<file path="src/rtl/pipe_stage_skid.sv">
// -----------------------------------------------------------------------------
// pipe_stage_skid
//   Two-entry pipeline stage with a main register (M) that drives the outputs
//   and a skid register (S) that absorbs one entry while downstream stalls.
//   in_ready is taken straight from a flop, so there is no combinational path
//   from out_ready back to in_ready.
//
//   Optional feature: define PIPE_STAGE_PERF_EN to add saturating performance
//   counters (stall_cnt, flush_cnt). Without the macro those ports and the
//   counters are absent and the datapath behaves identically.
// -----------------------------------------------------------------------------
module pipe_stage_skid #(
  parameter int DATA_W = 96,
  parameter int CTRL_W = 13,
  parameter int CNT_W  = 16
) (
  input  logic              clk,
  input  logic              rst,
  input  logic              in_valid,
  output logic              in_ready,
  input  logic [CTRL_W-1:0] in_ctrl,
  input  logic [DATA_W-1:0] in_data,
  input  logic              flush,
  output logic              out_valid,
  input  logic              out_ready,
  output logic [CTRL_W-1:0] out_ctrl,
  output logic [DATA_W-1:0] out_data
`ifdef PIPE_STAGE_PERF_EN
  ,
  output logic [CNT_W-1:0]  stall_cnt,
  output logic [CNT_W-1:0]  flush_cnt
`endif
);

  // Occupancy states: ST_ONE means M holds the head, ST_TWO means S also holds
  // the entry behind it.
  typedef enum logic [1:0] {
    ST_EMPTY = 2'd0,
    ST_ONE   = 2'd1,
    ST_TWO   = 2'd2
  } state_e;

  state_e              state_q;
  state_e              state_d;

  logic                in_ready_q;
  logic                in_ready_d;
  logic                out_valid_q;
  logic                out_valid_d;

  logic [CTRL_W-1:0]   m_ctrl_q;
  logic [CTRL_W-1:0]   m_ctrl_d;
  logic [DATA_W-1:0]   m_data_q;
  logic [DATA_W-1:0]   m_data_d;
  logic [CTRL_W-1:0]   s_ctrl_q;
  logic [CTRL_W-1:0]   s_ctrl_d;
  logic [DATA_W-1:0]   s_data_q;
  logic [DATA_W-1:0]   s_data_d;

  logic                push_s;
  logic                pop_s;

  // Handshake qualifiers; flush suppresses the push here and overrides any
  // pop through the next-state logic.
  assign push_s = in_valid & in_ready_q & ~flush;
  assign pop_s  = out_valid_q & out_ready;

  // State register.
  always_ff @(posedge clk or posedge rst) begin
    if (rst) begin
      state_q <= ST_EMPTY;
    end else begin
      state_q <= state_d;
    end
  end

  // Next-state logic: occupancy follows push/pop, flush always empties.
  always_comb begin
    state_d = state_q;
    case (state_q)
      ST_EMPTY: begin
        if (push_s) begin
          state_d = ST_ONE;
        end else begin
          state_d = ST_EMPTY;
        end
      end
      ST_ONE: begin
        if (push_s && !pop_s) begin
          state_d = ST_TWO;
        end else if (!push_s && pop_s) begin
          state_d = ST_EMPTY;
        end else begin
          state_d = ST_ONE;
        end
      end
      ST_TWO: begin
        if (pop_s) begin
          state_d = ST_ONE;
        end else begin
          state_d = ST_TWO;
        end
      end
      default: begin
        state_d = ST_EMPTY;
      end
    endcase
    if (flush) begin
      state_d = ST_EMPTY;
    end else begin
      state_d = state_d;
    end
  end

  // Output decode from the next state so the handshake outputs can be flopped.
  always_comb begin
    in_ready_d  = (state_d != ST_TWO);
    out_valid_d = (state_d != ST_EMPTY);
  end

  // Handshake output registers; in_ready stays low throughout reset.
  always_ff @(posedge clk or posedge rst) begin
    if (rst) begin
      in_ready_q  <= 1'b0;
      out_valid_q <= 1'b0;
    end else begin
      in_ready_q  <= in_ready_d;
      out_valid_q <= out_valid_d;
    end
  end

  // Datapath steering for M and S; M control is squashed whenever the stage
  // will be empty so the outputs present a NOP bubble.
  always_comb begin
    m_ctrl_d = m_ctrl_q;
    m_data_d = m_data_q;
    s_ctrl_d = s_ctrl_q;
    s_data_d = s_data_q;
    case (state_q)
      ST_EMPTY: begin
        if (push_s) begin
          m_ctrl_d = in_ctrl;
          m_data_d = in_data;
        end else begin
          m_ctrl_d = m_ctrl_q;
        end
      end
      ST_ONE: begin
        if (push_s && pop_s) begin
          m_ctrl_d = in_ctrl;
          m_data_d = in_data;
        end else if (push_s) begin
          s_ctrl_d = in_ctrl;
          s_data_d = in_data;
        end else begin
          m_ctrl_d = m_ctrl_q;
        end
      end
      ST_TWO: begin
        if (pop_s) begin
          m_ctrl_d = s_ctrl_q;
          m_data_d = s_data_q;
        end else begin
          m_ctrl_d = m_ctrl_q;
        end
      end
      default: begin
        m_ctrl_d = {CTRL_W{1'b0}};
      end
    endcase
    if (state_d == ST_EMPTY) begin
      m_ctrl_d = {CTRL_W{1'b0}};
    end else begin
      m_ctrl_d = m_ctrl_d;
    end
  end

  // Main and skid payload registers.
  always_ff @(posedge clk or posedge rst) begin
    if (rst) begin
      m_ctrl_q <= {CTRL_W{1'b0}};
      m_data_q <= {DATA_W{1'b0}};
      s_ctrl_q <= {CTRL_W{1'b0}};
      s_data_q <= {DATA_W{1'b0}};
    end else begin
      m_ctrl_q <= m_ctrl_d;
      m_data_q <= m_data_d;
      s_ctrl_q <= s_ctrl_d;
      s_data_q <= s_data_d;
    end
  end

  assign in_ready  = in_ready_q;
  assign out_valid = out_valid_q;
  assign out_ctrl  = m_ctrl_q;
  assign out_data  = m_data_q;

`ifdef PIPE_STAGE_PERF_EN
  logic [CNT_W-1:0] stall_cnt_q;
  logic [CNT_W-1:0] stall_cnt_d;
  logic [CNT_W-1:0] flush_cnt_q;
  logic [CNT_W-1:0] flush_cnt_d;

  // Saturating increments: stalls are presented-but-not-taken cycles, flushes
  // only count when they actually discard something.
  always_comb begin
    if (out_valid_q && !out_ready && (stall_cnt_q != {CNT_W{1'b1}})) begin
      stall_cnt_d = stall_cnt_q + {{(CNT_W-1){1'b0}}, 1'b1};
    end else begin
      stall_cnt_d = stall_cnt_q;
    end
    if (flush && (state_q != ST_EMPTY) && (flush_cnt_q != {CNT_W{1'b1}})) begin
      flush_cnt_d = flush_cnt_q + {{(CNT_W-1){1'b0}}, 1'b1};
    end else begin
      flush_cnt_d = flush_cnt_q;
    end
  end

  // Performance counter registers.
  always_ff @(posedge clk or posedge rst) begin
    if (rst) begin
      stall_cnt_q <= {CNT_W{1'b0}};
      flush_cnt_q <= {CNT_W{1'b0}};
    end else begin
      stall_cnt_q <= stall_cnt_d;
      flush_cnt_q <= flush_cnt_d;
    end
  end

  assign stall_cnt = stall_cnt_q;
  assign flush_cnt = flush_cnt_q;
`else
  // Counter width is only meaningful with the counters present; an empty
  // block keeps the parameter referenced in the lean build.
  if (CNT_W < 1) begin : g_cnt_w_unused
  end
`endif

endmodule

</file>
<file path="config.mk">
export PLATFORM = sky130hd
export DESIGN_NAME = pipe_stage_skid
export DESIGN_NICKNAME = d
export VERILOG_FILES = /design/src/rtl/pipe_stage_skid.sv
export SDC_FILE = /design/constraint.sdc
export NUM_CORES = 1
export LEC_CHECK = 0
export CORE_MARGIN = 1.5
export CORE_UTILIZATION = 35
export DETAILED_ROUTE_END_ITERATION = 10
export PLACE_DENSITY = 0.61
export SLEW_MARGIN = 20
export SYNTH_ARGS = -nofsm -noshare
export SYNTH_HDL_FRONTEND = slang
export SYNTH_SLANG_ARGS = --single-unit
</file>
<file path="constraint.sdc">
create_clock -name clk -period 17.9 [get_ports clk]
set_input_delay 1.79 -clock clk [delete_from_list [all_inputs] [get_ports clk]]
set_output_delay 1.79 -clock clk [all_outputs]
set_load 0.02 [all_outputs]
</file>
# Word level (Yosys, flattened, before mapping)
# Index checks and enable logic that the tools add are counted.
# word_totals
ff_bits	222
wordCells	48
output_inout_bits	111
# op_classes
reduce_logical	12
mux	15
n_eq_ne	9
n_bitwise	5
# ops
operator	count
$mux 96	3
$pmux 96 s3	1
$mux 13	4
$pmux 13 s3	1
$ne 3x3->1 const B	3
$ne 2x2->1 const B	4
$mux 2	3
$pmux 2 s3	1
$reduce_and 3->1	2
$logic_not 2->1	2
$reduce_and 4->1	1
$and 1x1->1	3
$logic_and 1x1->1	3
$reduce_bool 3->1	1
$eq 2x1->1 const B	1
$eq 2x2->1 const B	1
$logic_not 1->1	2
$mux 1	2
$not 1->1	2
$reduce_bool 2->1	1

# Longest topological paths before layout
# depth
depth_word	11
depth_mapped	11

# Least setup slack after synthesis
# OpenSTA, ideal clock, no wires.
# synth_path
path_type	input -> register
start	in out_ready
end	reg m_data_q[0], in the netlist out_data[0]
setup_slack_ns	14.601
cell_stages	10
setup_time_ns	0.073
t_required_ns	17.827
t_arrival_ns	3.225
path_cell_list	nand2_1 clkinv_1 ha_1 nand2_1 a21o_1 buf_6 buf_2 buf_1 o22ai_1 a21oi_2
# synth_via
elab_chain_cells	4
elab_cells_between_ends	5
cone_classes	eq/ne (2); bitwise (1); reduce/logical (2)
# synth_rtl
item	line_no	source
from (decl)	25	input logic out_ready,
$and 1x1->1 (*)	66	assign pop_s = out_valid_q & out_ready;
$logic_and 1x1->1	149	if (push_s && pop_s) begin
$ne 2x2->1 (no line)	-	
$reduce_and 4->1 (no line) (*)	-	
to (signal assigned)	182	m_data_q <= {DATA_W{1'b0}};
to (signal assigned)	187	m_data_q <= m_data_d;
to (decl)	53	logic [DATA_W-1:0] m_data_q;
# Mark *: on every way between the ends. The rest lies on a longest branch, timed or not.
# A chain may end at the register's enable or synchronous reset.

# Worst setup path after layout
# layout_path
start	in out_ready
end	reg m_data_q[74], in the netlist out_data[74]
# Same word-level chain as after synthesis.

==> impl_metrics.yaml <==
finish:
  final_common_cell: "clkdlybuf4s50_1"
  final_util_pct: 48.1
  antenna_cells: 0
  mostFrequentLayoutCells: "clkdlybuf4s50_1, dfrtp_1, mux2_2"
  area_growth_pct: 35.8
  drive_gt1_share_pct: 20.3
  fill_cells: 2335
  nNetsFinal: 1072
routing:
  wl_per_cell_um: 17.1
  vias: 6513
  via_per_inst: 4.98
  drtPass1Iterations: 6
  drt-total-wl_um: 22400
  drc: 0
  dr.first_iter.drc_count: 308
  drtAntennaViolNets: 0
global_routing:
  grt_pass1_wl_um: 35500
  antenna_found_initial: 0
  grt_max_degree: 78
  first_global_vias: 6514
  grt-ovfl-total: 0
  grt.total_usage_pct: 16.4
floorplan:
  start_util_pct: 35.4
  ioPinCount: 225
  die_x_um: 165
  core_mm2: 0.0259
  dieArea_mm2: 0.0272
  rows: 59
  die_h_um: 165
timing:
  setup_viol: 0
  setup-tns-final_ns: 0
  fin_worst_skew_ns: 0.0125
  period_share_pct: 25.8
  max_slew_margin_pct: 35.7
  layout_min_cycle_time_ns: 4.62
  max_freq_ghz: 0.217
  rsz0062_at_grt: "no"
  finalHoldViolCount: 0
  maxSlewViolCount: 0
  worst_pin_slew_ns: 0.965
  worst_slack_ns: 13.28
clock_network:
  insertion_delay_ns: 0.51
  htreeDepth: 1
  hold_buffers: 0
  tritoncts: "built"
  cts-root-buf: "clkbuf_16"
  cts_setup_buffers: 0
  clock_sinks: 222
  numCtsBuffers: 25
  clk_pin_slew_worst_paths_ns: 0.06
  cts.path.max_buffers: 3
  cts.repair.resized: 0
setup_path:
  cp.buffers_inverters: 3
  cp_data_arrival_time_ns: 4.97
  start_kind: "input port"
  cpPeakStageDelay_ns: 0.73
  crit_fanout: 61
  cp.required_ns: 18.26
  path_common_cell: "nand2_1"
  crit_type: "input port to register"
  cpMaxStageDelayCell: "buf_4"
  end_kind: "register"
  path_cells: "clkdlybuf4s50_1, nand2_1, clkinv_1, ha_1, nand2_1, a21o_4, and2_4, buf_4, a21oi_1"
  crit_family: "buffers and inverters"
place:
  port_buffers: 224
  gp_congestion: 0.730
  preCtsSetupSlack_ns: 12.74
  place_hpwl_um: 13500
logic_synthesis:
  ys_types: 30
  yosysWarnings: 0
  syn_avg_cell_area_um2: 12.3
  synth_nets: 864
  syn_area_mm2: 0.00918
  ys_seq_area_share_pct: 60.5
  synth_cells: 749
  ys_seq_elements: 222
run_status:
  status: "finished clean"
run:
  max_cap_violations: 0
pwr:
  p_leak_nw: 5.52
  pwr_density_cell_mw_per_mm2: 125
  vdd_drop_max_mv: 0.0634
worst_hold_path:
  min_path_type: "register to register"
where the power goes:
| part | switching (mW) | internal (mW) |
|---|---|---|
| logic | 0.163 | 0.192 |
| registers | 0.0706 | 0.633 |
| clock network | 0.197 | 0.303 |
| total | 0.430 | 1.13 |
sequential cells by signal, summed over array words and instances (netlist names):
signal and count:
out_data 96, s_data_q 96, out_ctrl 13, in_ready 1
state_q 2, out_valid 1, s_ctrl_q 13
routing by layer:
| layer | track usage [%] | routed length [µm] | up-vias |
|---|---|---|---|
| li1 | - | - | 3033 |
| met3 | 3.24 | 1260 | 30 |
| met4 | 4.05 | 485 | 0 |
| met1 | 22.5 | 10100 | 3270 |
| met2 | 26.8 | 10600 | 180 |
| met5 | 0 | 0 | - |
cell usage after synthesis (all sizes together):
cell,n,area (µm²)
a211oi,2,15.0
a21o,3,22.5
a21oi,100,651
a221o,1,10.0
a22oi,1,12.5
a311oi,12,105
and2,1,6.26
and3b,1,8.76
buf,28,189
clkbuf,23,86.3
clkinv,1,3.75
dfrtp,222,5560
ha,1,12.5
inv,100,375
mux2,109,1230
nand2,4,15.0
nand2b,12,75.1
nand3b,13,97.6
nand4bb,1,27.5
nor2,14,60.1
nor2b,2,12.5
o21a,1,7.51
o22ai,96,601
or3,1,6.26
kinds of logic after synthesis:
family / count (synthesis) / share of synthesized area, %
fa+ha+maj: 1 / 0.136
buf+inv: 152 / 7.13
simple gates: 49 / 3.37
flops: 222 / 60.5
mux: 109 / 13.4
compound gates: 216 / 15.5
final timing paths:
path | from | end | slack [ns] | cells past startpoint
worst max register to register | out_valid | out_data[74] | 14.59 | 8
max in group asynchronous | rst | out_data[30] | 14.77 | 3
min in group asynchronous | rst | s_data_q[94] | 1.73 | 2
worst min-delay path | s_data_q[74] | s_data_q[74] | 0.49 | 1
worst max-delay path | out_ready | out_data[74] | 13.28 | 9
worst min register to register | s_data_q[74] | s_data_q[74] | 0.49 | 1
cell type report:
type / count / area [µm²] / area share, %
Timing Repair Buffer: 232 / 2310 / 18.5
Tap cell: 335 / 419 / 3.36
Inverter: 101 / 387 / 3.10
Clock buffer: 38 / 754 / 6.05
Multi-Input combinational cell: 375 / 2990 / 24.0
Clock inverter: 5 / 53.8 / 0.432
Sequential cell: 222 / 5560 / 44.6
per-stage QoR:
step	cells	power [mW]	instance area [µm²]	hold WS, ns
final	1308	1.56	12500	0.489
after global routing	1308	1.64	12500	0.507
after CTS	1307	1.58	12500	0.492
after detailed placement	1264	1.07	11600	0.478
after global placement	1264	1.06	11600	0.469
after floorplan	749	0.905	9180	0.458
No activity file was read; power rests on OpenSTA's default activity.
